===== src/rtl/tone_player.sv =====
// Square-wave tone player: accepts (half-period, duration) notes and drives a speaker
// output for the requested number of milliseconds, with a live-programmable ms prescaler.
module tone_player #(
    parameter int unsigned PERIOD_W = 12,
    parameter int unsigned DUR_W    = 10
) (
    input  logic                clk,
    input  logic                rst_n,
    input  logic [15:0]         ticks_per_milli,
    input  logic                note_valid,
    input  logic [PERIOD_W-1:0] note_period,
    input  logic [DUR_W-1:0]    note_dur_ms,
    input  logic                stop,
    output logic                note_ready,
    output logic                busy,
    output logic                done,
    output logic                ms_tick,
    output logic                sound
);

    typedef enum logic {
        StIdle,
        StPlay
    } state_e;

    localparam logic [PERIOD_W-1:0] PeriodOne = PERIOD_W'(1);
    localparam logic [DUR_W-1:0]    DurOne    = DUR_W'(1);

    state_e              state_q, state_d;
    logic [PERIOD_W-1:0] period_q, period_d;
    logic [PERIOD_W-1:0] half_q, half_d;
    logic [15:0]         presc_q, presc_d;
    logic [DUR_W-1:0]    remain_q, remain_d;
    logic                sound_q, sound_d;
    logic                done_q, done_d;
    logic                tick_q, tick_d;

    logic [15:0] tick_lim;
    logic        accept;

    always_comb begin
        // A programmed value of 0 behaves as 1 tick per millisecond.
        tick_lim = (ticks_per_milli == 16'd0) ? 16'd0 : ticks_per_milli - 16'd1;
        accept   = (state_q == StIdle) && note_valid && !stop;

        state_d  = state_q;
        period_d = period_q;
        half_d   = half_q;
        presc_d  = presc_q;
        remain_d = remain_q;
        sound_d  = sound_q;
        done_d   = 1'b0;
        tick_d   = 1'b0;

        unique case (state_q)
            StIdle: begin
                sound_d = 1'b0;
                if (accept) begin
                    if (note_dur_ms == '0) begin
                        done_d = 1'b1;
                    end else begin
                        state_d  = StPlay;
                        period_d = note_period;
                        remain_d = note_dur_ms;
                        presc_d  = 16'd0;
                        half_d   = '0;
                        tick_d   = (tick_lim == 16'd0);
                    end
                end
            end
            StPlay: begin
                if (stop || (tick_q && remain_q == DurOne)) begin
                    state_d  = StIdle;
                    done_d   = !stop;
                    sound_d  = 1'b0;
                    period_d = '0;
                    half_d   = '0;
                    presc_d  = 16'd0;
                    remain_d = '0;
                end else begin
                    if (tick_q) begin
                        presc_d  = 16'd0;
                        remain_d = remain_q - DurOne;
                    end else begin
                        presc_d = presc_q + 16'd1;
                    end
                    // tick is registered one cycle ahead so ms_tick is glitch-free yet on time.
                    tick_d = (presc_d >= tick_lim);

                    if (period_q == '0) begin
                        sound_d = 1'b0;
                    end else if (half_q == period_q - PeriodOne) begin
                        sound_d = !sound_q;
                        half_d  = '0;
                    end else begin
                        half_d = half_q + PeriodOne;
                    end
                end
            end
            default: state_d = StIdle;
        endcase
    end

    always_ff @(posedge clk or negedge rst_n) begin
        if (!rst_n) begin
            state_q  <= StIdle;
            period_q <= '0;
            half_q   <= '0;
            presc_q  <= 16'd0;
            remain_q <= '0;
            sound_q  <= 1'b0;
            done_q   <= 1'b0;
            tick_q   <= 1'b0;
        end else begin
            state_q  <= state_d;
            period_q <= period_d;
            half_q   <= half_d;
            presc_q  <= presc_d;
            remain_q <= remain_d;
            sound_q  <= sound_d;
            done_q   <= done_d;
            tick_q   <= tick_d;
        end
    end

    assign busy       = (state_q == StPlay);
    assign note_ready = (state_q == StIdle);
    assign done       = done_q;
    assign ms_tick    = tick_q;
    assign sound      = sound_q;

endmodule


===== config.mk =====
export PLATFORM = sky130hd
export DESIGN_NAME = tone_player
export DESIGN_NICKNAME = d
export VERILOG_FILES = /design/src/rtl/tone_player.sv
export SDC_FILE = /design/constraint.sdc
export NUM_CORES = 1
export LEC_CHECK = 0
export BUFFER_PORTS_ARGS = -buffer_cell sky130_fd_sc_hd__buf_2
export CORE_UTILIZATION = 35
export CTS_CLUSTER_DIAMETER = 40
export DETAILED_ROUTE_END_ITERATION = 7
export HOLD_SLACK_MARGIN = 0.08
export PLACE_DENSITY = 0.52
export SYNTH_ARGS = -nofsm -noshare
export SYNTH_HDL_FRONTEND = slang
export SYNTH_SLANG_ARGS = --single-unit

===== constraint.sdc =====
create_clock -name clk -period 2.9 [get_ports clk]
set_input_delay 0.29 -clock clk [delete_from_list [all_inputs] [get_ports clk]]
set_output_delay 0.29 -clock clk [all_outputs]
set_load 0.02 [all_outputs]

; Yosys cells after proc, flatten, opt, wreduce, memory -nomap -nowiden
; Index checks and enable logic that the tools add are counted.
[word_totals]
ff_bits = 54
wordCells = 76
out_inout_bits = 5
[op_classes]
add_sub_neg = 5
bitwise = 1
n_eq_ne = 8
n_reduce_logical = 14
n_lt_le_gt_ge = 1
mux = 39
[ops]
columns = operator, n
row1 = 16-bit 2-to-1 mux, 7
row2 = 12-bit 2-to-1 mux, 8
row3 = 12-bit one-hot mux with 2 select lines, 2
row4 = 10-bit 2-to-1 mux, 4
row5 = 16-bit zero test, 2
row6 = 16-bit one-hot mux with 2 select lines, 1
row7 = 10-bit one-hot mux with 2 select lines, 1
row8 = "16-bit by 1-bit adder with 16-bit output, second input constant", 1
row9 = 16-bit greater-or-equal comparator, 1
row10 = "16-bit by 1-bit subtractor with 16-bit output, second input constant", 1
row11 = "12-bit by 1-bit adder with 12-bit output, second input constant", 1
row12 = 12-bit equality test, 1
row13 = 12-bit zero test, 1
row14 = 1-bit 2-to-1 mux, 12
row15 = "12-bit by 1-bit subtractor with 12-bit output, second input constant", 1
row16 = "10-bit by 1-bit equality test with 1-bit output, second input constant", 1
row17 = 10-bit zero test, 1
row18 = "10-bit by 1-bit subtractor with 10-bit output, second input constant", 1
row19 = 3-bit AND reduction, 3
row20 = 1-bit one-hot mux with 2 select lines, 4
row21 = "2-bit by 1-bit inequality test with 1-bit output, second input constant", 2
row22 = "4-bit by 1-bit inequality test with 1-bit output, second input constant", 1
row23 = 1-bit logical AND, 3
row24 = "3-bit by 1-bit inequality test with 1-bit output, second input constant", 1
row25 = 6 further kinds, 7

; Logic depth before layout (Yosys ltp)
; Gate-level depths: netlist (run 1).
[depth]
depth_word = 8
ltp_mapped = 17
depth_no_buf = 15

; Worst setup path after synthesis (run 1)
; OpenSTA, ideal clock, no wires.
[synth_timing]
path_type = input to register
from = input port ticks_per_milli[4]
to = register tick_q (netlist: ms_tick)
t_arrival_ns = 3.061
path_slack_ns = -0.295
path_buffers = 2
setup_ns = 0.135
stages = 15
required_time_ns = 2.765
path_cell_list = clkbuf_1 -> or4_4 -> or2_1 -> buf_6 -> or4_4 -> a211oi_2 -> a21oi_1 -> ha_1 -> nand2_1 -> o21ai_0 -> a21o_1 -> a211oi_1 -> nor2_1 -> nor3_1 -> o22ai_1
[synth_between]
elab_chain_len = 6
word_cells_on_any_way = 9
classes_between = add/sub: 1 / order compare: 1 / mux: 5 / reduce/logical: 2
[synth_lines]
columns = item, line
row1 = from (decl), 9  ; input logic [15:0] ticks_per_milli,
row2 = 16-bit by 1-bit subtractor with 16-bit output / 16-bit zero test (equally long branches), 43  ; tick_lim = (ticks_per_milli == 16'd0) ? 16'd0 : ticks_per_milli - 16'd1;
row3 = 16-bit 2-to-1 mux *, 43
row4 = "parallel branches: the longest is 3 deep, another holds 16-bit greater-or-equal comparator", --
row5 = 1-bit one-hot mux with 2 select lines *, 55  ; unique case (state_q)
row6 = named net tick_d, 36  ; logic tick_q, tick_d;
row7 = to (signal assigned), 122  ; tick_q <= tick_d;
row8 = to (decl), 36
; Mark *: on every way through the listed nets, which the timed path passes.
; A chain may end at the register's enable or synchronous reset.

; Worst setup path after layout (run 1)
[layout_timing]
from = input port ticks_per_milli[6]
to = register tick_q (netlist: ms_tick)
; Same word-level chain as after synthesis.

==> results of run 1 <==
==> Yosys cell counts, types with 10 or more instances <==
cell / instances / share of area, %
sky130_fd_sc_hd__nor3_1: 13 / 1.6
sky130_fd_sc_hd__nor2_1: 48 / 4.3
sky130_fd_sc_hd__o21ai_0: 43 / 5.1
sky130_fd_sc_hd__clkbuf_1: 19 / 1.7
sky130_fd_sc_hd__nand2_1: 80 / 7.2
sky130_fd_sc_hd__nand3_1: 28 / 3.3
sky130_fd_sc_hd__xnor2_1: 18 / 3.8
sky130_fd_sc_hd__nand2b_1: 10 / 1.5
sky130_fd_sc_hd__ha_1: 23 / 6.9
sky130_fd_sc_hd__xor2_1: 21 / 4.4
sky130_fd_sc_hd__dfrtp_1: 54 / 32
sky130_fd_sc_hd__a21oi_1: 19 / 2.3
sky130_fd_sc_hd__nor4_1: 17 / 2.5
sky130_fd_sc_hd__and3_1: 15 / 2.2
sky130_fd_sc_hd__a22o_1: 10 / 2.1
==> power by group <==
part | internal (uW) | switching (uW)
registers | 821 | 84.6
logic | 244 | 353
clock network | 408 | 283
total | 1470 | 721
==> logic make-up after synthesis <==
| group | Yosys count | share of synthesized area (%) |
|---|---|---|
| xor+xnor | 39 | 8.15 |
| buf+inv | 37 | 3.79 |
| mux | 3 | 0.717 |
| fa+ha+maj | 23 | 6.87 |
| flops | 54 | 32.2 |
| simple gates | 259 | 31.4 |
| compound gates | 112 | 16.8 |
==> flip-flops by register name (all words and copies together) (netlist names) <==
name,cells
remain_q,10
done,1
ms_tick,1
presc_q,16
period_q,12
half_q,12
sound,1
busy,1
==> per-stage QoR <==
| step | setup TNS (ps) | hold slack (ps) | power [uW] |
|---|---|---|---|
| CTS | 0 | 186 | 2220 |
| floorplan | -145 | -5.59 | 1290 |
| detailed placement | -211 | 307 | 1510 |
| finish | 0 | 192 | 2190 |
| global route | 0 | 208 | 2340 |
| global placement | -147 | 305 | 1500 |
==> repair_timing <==
action | in CTS | in global routing
endpoints found under the setup margin | 0 | 0
hold endpoints to repair | 22 | 0
hold buffers | 1 | 0
==> how the worst min path moves through the flow <==
stage / startpoint / end / slack, ps
4_1_cts: stop / done / 190
6_report: stop / done / 190
2_1_floorplan: rst_n / busy / -6
3_3_place_gp: rst_n / period_q[8] / 310
3_5_place_dp: rst_n / period_q[8] / 310
5_1_grt: stop / done / 210
==> cell type report <==
class | instances | share of cell area (%)
inverters | 10 | 0.760
multi-input cells | 436 | 54.4
flip-flops and latches | 54 | 27.3
well taps | 143 | 3.62
repair buffers | 84 | 10.5
clock inverters | 2 | 0.760
clock buffers | 6 | 2.61
==> metal layers <==
layer,vias up,routed length (um),GRT usage [%]
met2,77,5520,33.5
met1,1927,4940,21.9
li1,2036,-,-
met5,-,0,0
met4,0,228,6.40
met3,16,286,2.23
==> results.md, run 1 <==
Run status:
- The flow ran to the end, and the final reports show no timing, DRC or antenna violations.

Setup path:
- The worst setup path is of the primary input to flop kind.
- The number of logic stages on the critical path including buffering is 14.
- The slowest stage of the critical path is the sky130_fd_sc_hd__or4_4 cell.
- Traced cell by cell, the critical path runs through buf_2 > or4_4 > or2_1 > or4_4 > a211oi_2 > a21oi_1 > ha_1 > nand2_1 > o21ai_1 > a21o_1 > a211oi_2 > nor2_1 > nor3_1 > o22ai_1.
- The kind of capture point of the worst setup path is a flop.
- The timing startpoint of the critical path is ticks_per_milli[6].
- Counting both buffers and inverters, the worst setup path holds a total of 1.
- Grouping stages by cell kind, the critical path spends the most delay in simple AND/OR/NAND/NOR gates.
- For this run, the slowest stage of the critical path takes 520 ps.
- The critical register-to-register path endpoint is ms_tick.
- The startpoint identified for the worst register-to-register timing path is presc_q[2].
- The critical path ends at ms_tick.
- Setup slack on the worst reg-to-reg path comes out at 180 ps.
- The worst reg-to-reg path cell count is 13.
- The critical path required time is 3080 ps.
- The kind of launch point of the worst setup path is a primary input.
- For the worst setup path, the data arrival time is 2980 ps.
- The maximum fanout encountered on the critical timing path is 4.

Job:
- The number of max-capacitance violations reported is 0.

STA:
- Setup repair after global routing left no endpoint under its margin.
- The number of slew-limit violations in the final report is 0.
- The largest clock skew in the final design is 4.85 ps.
- The total of endpoints with negative setup slack in the final report is 0.
- For the pin with the worst max-slew slack, the measured transition is 735 ps.
- After layout, the worst setup slack is 107 ps.
- The maximum clock rate is 0.358 GHz.
- The share of the clock period used by the worst path is 96.3%.
- The final number of hold-violating endpoints was 0.
- After layout, the minimum clock period comes to 2790 ps.
- The worst slew margin relative to its limit is 50.9%.

Finish:
- Registers take 1350 um^2.
- The multi-input gate area in the final layout is 2690 um^2.
- Cells fill 42.7% of the core in the end.
- Cells with a size suffix above 1 make up 17.2% of the layout.
- The layout overhead on the synthesized area is 17.9%.
- After the last flow step, the layout net total stands at 656.
- The finished cells cover 4940 um^2.
- The library cell used most frequently in the layout, excluding fill and tap cells, is sky130_fd_sc_hd__nand2_1.
- The top cell types in the final layout, fill and taps aside, are sky130_fd_sc_hd__nand2_1 (80), sky130_fd_sc_hd__dfrtp_1 (54), sky130_fd_sc_hd__nor2_1 (48), sky130_fd_sc_hd__buf_2 (46), sky130_fd_sc_hd__o21ai_0 (42).
- Leaving out filler cells and counting taps, the final layout contains 735.
- The number of antenna diodes in the final layout is 0.
- The filler cells instantiated in the layout total 1173.

Route:
- The total routed wirelength is 11000 um.
- The total DRC errors in the routed layout is 0.
- Before antenna repair, the detailed router went through 4 iterations.
- After detailed routing, the average wire length per cell comes to 14.9 um.
- The post-detailed-route count of antenna-violating nets is 0.
- The DRC violation total after the first TritonRoute iteration is 206.
- The via density per instance is 5.52.
- Across all layers, the routed design uses 4056 vias.

Die:
- Measured along the y axis, the die boundary spans 111 um.
- The floorplan has 39 rows.
- The number of ports placed on the die boundary is 47.
- The die covers 12400 um^2.
- The effective utilization at floorplan is 36.2%.
- The die outline width is 111 um.
- The core region area is 11600 um^2.

Power:
- The power density over the cells is 444 nW/um^2.
- The worst-case IR drop observed on VDD is 0.281 mV.
- The static leakage is 0.00236 uW.

Clock network:
- After clock tree synthesis, the clock-pin slew on the worst setup and hold paths is 70 ps.
- No sink is reached through more buffers than the 2 on the longest clock path.
- The clock latency of the later-clocked register in the worst-skew pair is 300 ps.
- The tree is rooted in a sky130_fd_sc_hd__clkbuf_16.
- The number of clock sinks is 54.
- TritonCTS created 5 clock buffers.
- The post-cts gate resize count is 0.
- Buffers added to address setup during post-CTS repair amount to 0.
- The H-tree was split into 2 levels.
- The TritonCTS clock tree is done.

Placed design:
- After detailed placement, the design holds a cell count of 726.
- Summing all placed instances gives a cell area of 4760 um^2.
- Prior to clock tree synthesis, the placed netlist has a worst setup slack of -211 ps.
- After legalization and detailed placement, the total HPWL measured 8230 um.
- The global placement routability congestion is 0.790.
- The count of buffers added on input and output ports is 46.

Yosys:
- Of the synthesized area, sequential elements account for 32.2%.
- After synthesis the netlist holds a flip-flop and latch count of 54.
- In this run, synthesis inferred 0 flip-flops with an integrated enable.
- During synthesis, Yosys emitted a total of 0 warnings.
- Yosys mapped the design onto 56 distinct sky130hd cell types.
- The synthesized netlist cell count is 527.
- The mapped netlist covers 4190 um^2.
- In the synthesized netlist the async set-or-reset flop fraction comes to 100%.
- The net count after synthesis is 592.
- Dividing the synthesized area by the synthesized cell count gives 7.95 um^2.
- The leading register cell type out of synthesis is sky130_fd_sc_hd__dfrtp_1.

Min path:
- In this run the worst hold path is classified as primary input to flop.
- Along the worst hold path, the cell count comes to 2.

Global routing:
- The total overflow reported by the global router is 0.
- The first global-routing pass estimated 18600 um of wire.
- The number of antenna violations at the first check in global routing was 0.
- The via count of the first global-routing pass is 3950.
- The overall routing resource usage is 18.2%.
- The pin count of the biggest net entering global routing is 33.
Note: power is estimated with default switching activity, not from simulation.
==> run 2: changes to the inputs <==
--- a/config.mk
+++ b/config.mk
@@ -6,11 +6,13 @@
 export NUM_CORES = 1
 export LEC_CHECK = 0
 export BUFFER_PORTS_ARGS = -buffer_cell sky130_fd_sc_hd__buf_2
+export CELL_PAD_IN_SITES_DETAIL_PLACEMENT = 1
+export CELL_PAD_IN_SITES_GLOBAL_PLACEMENT = 1
 export CORE_UTILIZATION = 35
 export CTS_CLUSTER_DIAMETER = 40
 export DETAILED_ROUTE_END_ITERATION = 7
 export HOLD_SLACK_MARGIN = 0.08
-export PLACE_DENSITY = 0.52
+export PLACE_DENSITY = 0.66
 export SYNTH_ARGS = -nofsm -noshare
 export SYNTH_HDL_FRONTEND = slang
 export SYNTH_SLANG_ARGS = --single-unit
==> results.md, run 2 (same netlist as run 1, synthesis figures left out) <==
Die:
- The effective utilization at floorplan is 36.2%.
- The region available for standard cell placement spans 11600 um^2.
- 47 I/O pins were placed.
- The die outline width is 111 um.
- The die height is 111 um.
- The floorplan has 39 rows.
- The die covers 12400 um^2.

Min path:
- The worst hold path belongs to the class primary input to flop.

Route:
- The total iterations of the first detailed-routing run is 6.
- The DRC violation total after the first TritonRoute iteration is 166.
- For this block, the routed nets add up to 12700 um of wire.
- Using the TritonRoute via totals, the vias-per-cell ratio works out to 5.65.
- The detail route stage leaves a number of antenna-violating nets equal to 0.
- The detail-routed net length per standard cell is 17.3 um.
- The routed layout has 4139 vias.
- After detailed routing, the number of remaining DRC violations is 6.

STA:
- Counting I/O delays and the setup requirement, the final critical path takes 2800 ps.
- The slew of the pin with the lowest slew margin is 766 ps.
- Setup repair after global routing left no endpoint under its margin.
- The worst slew margin relative to its limit is 48.8%.
- The number of slew-limit violations in the final report is 0.
- The largest clock skew in the final design is 8.33 ps.
- The final number of hold-violating endpoints is 0.
- Adding up every negative setup slack in the final design gives 0 ps.
- The total of endpoints with negative setup slack in the final report is 0.
- After layout, the worst path uses 96.6% of the clock period.
- The maximum clock rate is 0.357 GHz.

Placed design:
- Routability-driven placement finished with a final weighted congestion of 0.838.
- The HPWL reported at the end of detailed placement is 9690 um.
- In this run the tool buffered the top-level ports with 46 buffer cells.
- Once placement completed, the tool counted placed cells totaling 724.

Finish:
- The number of antenna diodes in the final layout is 0.
- The number of flip-flops in the largest register is 16.
- The register with the most flip-flops is presc_q.
- Compared with the post-synthesis result, the final layout area differs by 17.4%.
- The count of cells in the finished layout, fillers not included, comes to 733.
- The net total in the final layout is 654.
- Leaving out fill and tap cells, the most frequent cell in the layout is sky130_fd_sc_hd__nand2_1.
- In the layout the commonest cells are sky130_fd_sc_hd__nand2_1 (80), sky130_fd_sc_hd__dfrtp_1 (54), sky130_fd_sc_hd__nor2_1 (48), sky130_fd_sc_hd__buf_2 (46), sky130_fd_sc_hd__o21ai_0 (42).
- The filler cell count in the final layout is 1404.
- The largest registers in the layout are presc_q x16, half_q x12, period_q x12.
- Of the cells placed in the final design, the portion with a size suffix greater than 1 is 17.6%.

Power:
- The power share of the sequential group is 42.6%.
- The static leakage is 0.00234 uW.
- The switching share of power is 35.2%.
- Internal power comes to 1390 uW.
- The part of the power in combinational logic is 28.3%.
- The net load switching power is 756 uW.
- The power share of the clock group is 29.1%.
- The power density over the cells is 436 nW/um^2.
- IR analysis of the VDD net gives a maximum drop of 0.221 mV.
- The post-route total power is 2150 uW.

Run status:
- The final reports fail on design-rule violations.
- The run finished, with violations left.

Global routing:
- Global routing used 21.6% of the available tracks.
- The number of antenna violations at the first check in global routing is 0.
- The first global-routing pass estimated 21700 um of wire.
- The total overflow left after global routing is 0.
- The pin count of the biggest net entering global routing is 39.
- The via count of the first global-routing pass came to 4391.

Clock network:
- Counting every sink on the clock net gives 54.
- The deepest level of the CTS H-tree is 2.
- The number of buffers added by the clock tree synthesis step is 5.
- For the worst-skew pair, the clock arrives at the later sink with an insertion delay of 310 ps.
- After clock tree synthesis, the clock-pin slew on the worst setup and hold paths is 80 ps.
- The buffer type at the clock tree root is sky130_fd_sc_hd__clkbuf_16.
- The longest clock path from root to sink contains 2 buffers.
- TritonCTS built the clock tree.

Setup path:
- The endpoint arrival time on the critical path is 2990 ps.
- The maximum fanout encountered on the critical timing path is 4.
- The worst setup path is captured at a flop.
- STA puts the critical path data required time at 3090 ps.
- The kind of launch point of the worst setup path is a primary input.
- The critical path is of the primary input to flop type.

Job:
- Across the run, the number of max-cap violations was 0.
run 2: cell types whose count changed in the layout (fill, tap and decap cells not counted), sizes merged:
cell / previous run / this run
buf: 83 / 81
inv: 9 / 10
bufinv: 1 / 0
run 2: path summary, 6_finish.rpt:
| path | from | endpoint | slack (ps) | cells after the start |
|---|---|---|---|---|
| min in group asynchronous | rst_n | sound | 450 | 2 |
| worst min register to register | period_q[11] | period_q[11] | 520 | 2 |
| worst max register to register | presc_q[2] | ms_tick | 190 | 12 |
| worst min-delay path | stop | done | 150 | 2 |
| max in group asynchronous | rst_n | remain_q[2] | 1590 | 3 |
| worst max-delay path | ticks_per_milli[6] | ms_tick | 100 | 14 |
run 2: per-layer routing:
layer	wire (um)	global-route usage (%)	vias to the layer above
met5	0	0	-
met1	5830	28.3	2049
met3	419	3.21	9
met4	100	4.23	0
li1	-	-	2024
met2	6300	37.9	57
run 2: final cells by class:
| class | count | area (um^2) | share of cell area, % |
|---|---|---|---|
| Tap cell | 143 | 179 | 3.64 |
| Sequential cell | 54 | 1350 | 27.5 |
| Inverter | 10 | 37.5 | 0.763 |
| Timing Repair Buffer | 82 | 503 | 10.2 |
| Clock buffer | 6 | 129 | 2.62 |
| Multi-Input combinational cell | 436 | 2700 | 54.9 |
| Clock inverter | 2 | 16.3 | 0.331 |
run 2: through the flow:
| stage | utilization (%) | worst slack [ps] | hold slack, ps | cell area [um^2] |
|---|---|---|---|---|
| 2_1_floorplan | - | -145 | -5.59 | 4210 |
| 3_3_place_gp | 41.1 | -150 | 251 | 4750 |
| 3_5_place_dp | 41.1 | -231 | 255 | 4750 |
| 4_1_cts | 42.4 | 72.5 | 146 | 4900 |
| 5_1_grt | 42.5 | 10.0 | 168 | 4920 |
| 6_report | 42.5 | 98.7 | 154 | 4920 |
run 2: timing repair:
item / in CTS / in global routing
hold buffers: 1 / 0
gates resized for setup: 0 / 4
hold endpoints to repair: 16 / 0
endpoints found under the setup margin: 0 / 1
buffers inserted: 0 / 0
run 2: power groups by stage:
stage               clock [uW]  sequential [uW]  combinational, uW
floorplan                    0              896                397
global placement             0              921                582
detailed placement           0              927                612
CTS                        656              912                615
global route               682              928                687
finish                     625              914                607
run 2: critical path, stage by stage:
cell and delay, ps:
sky130_fd_sc_hd__buf_2 100, sky130_fd_sc_hd__or4_4 530, sky130_fd_sc_hd__or2_4 290, sky130_fd_sc_hd__or4_4 430, sky130_fd_sc_hd__a211oi_2 150, sky130_fd_sc_hd__a21oi_1 60
sky130_fd_sc_hd__ha_1 280, sky130_fd_sc_hd__nand2_1 80, sky130_fd_sc_hd__o21ai_1 80, sky130_fd_sc_hd__a21o_1 170, sky130_fd_sc_hd__a211oi_2 200, sky130_fd_sc_hd__nor2_1 60
sky130_fd_sc_hd__nor3_1 170, sky130_fd_sc_hd__o22ai_1 90
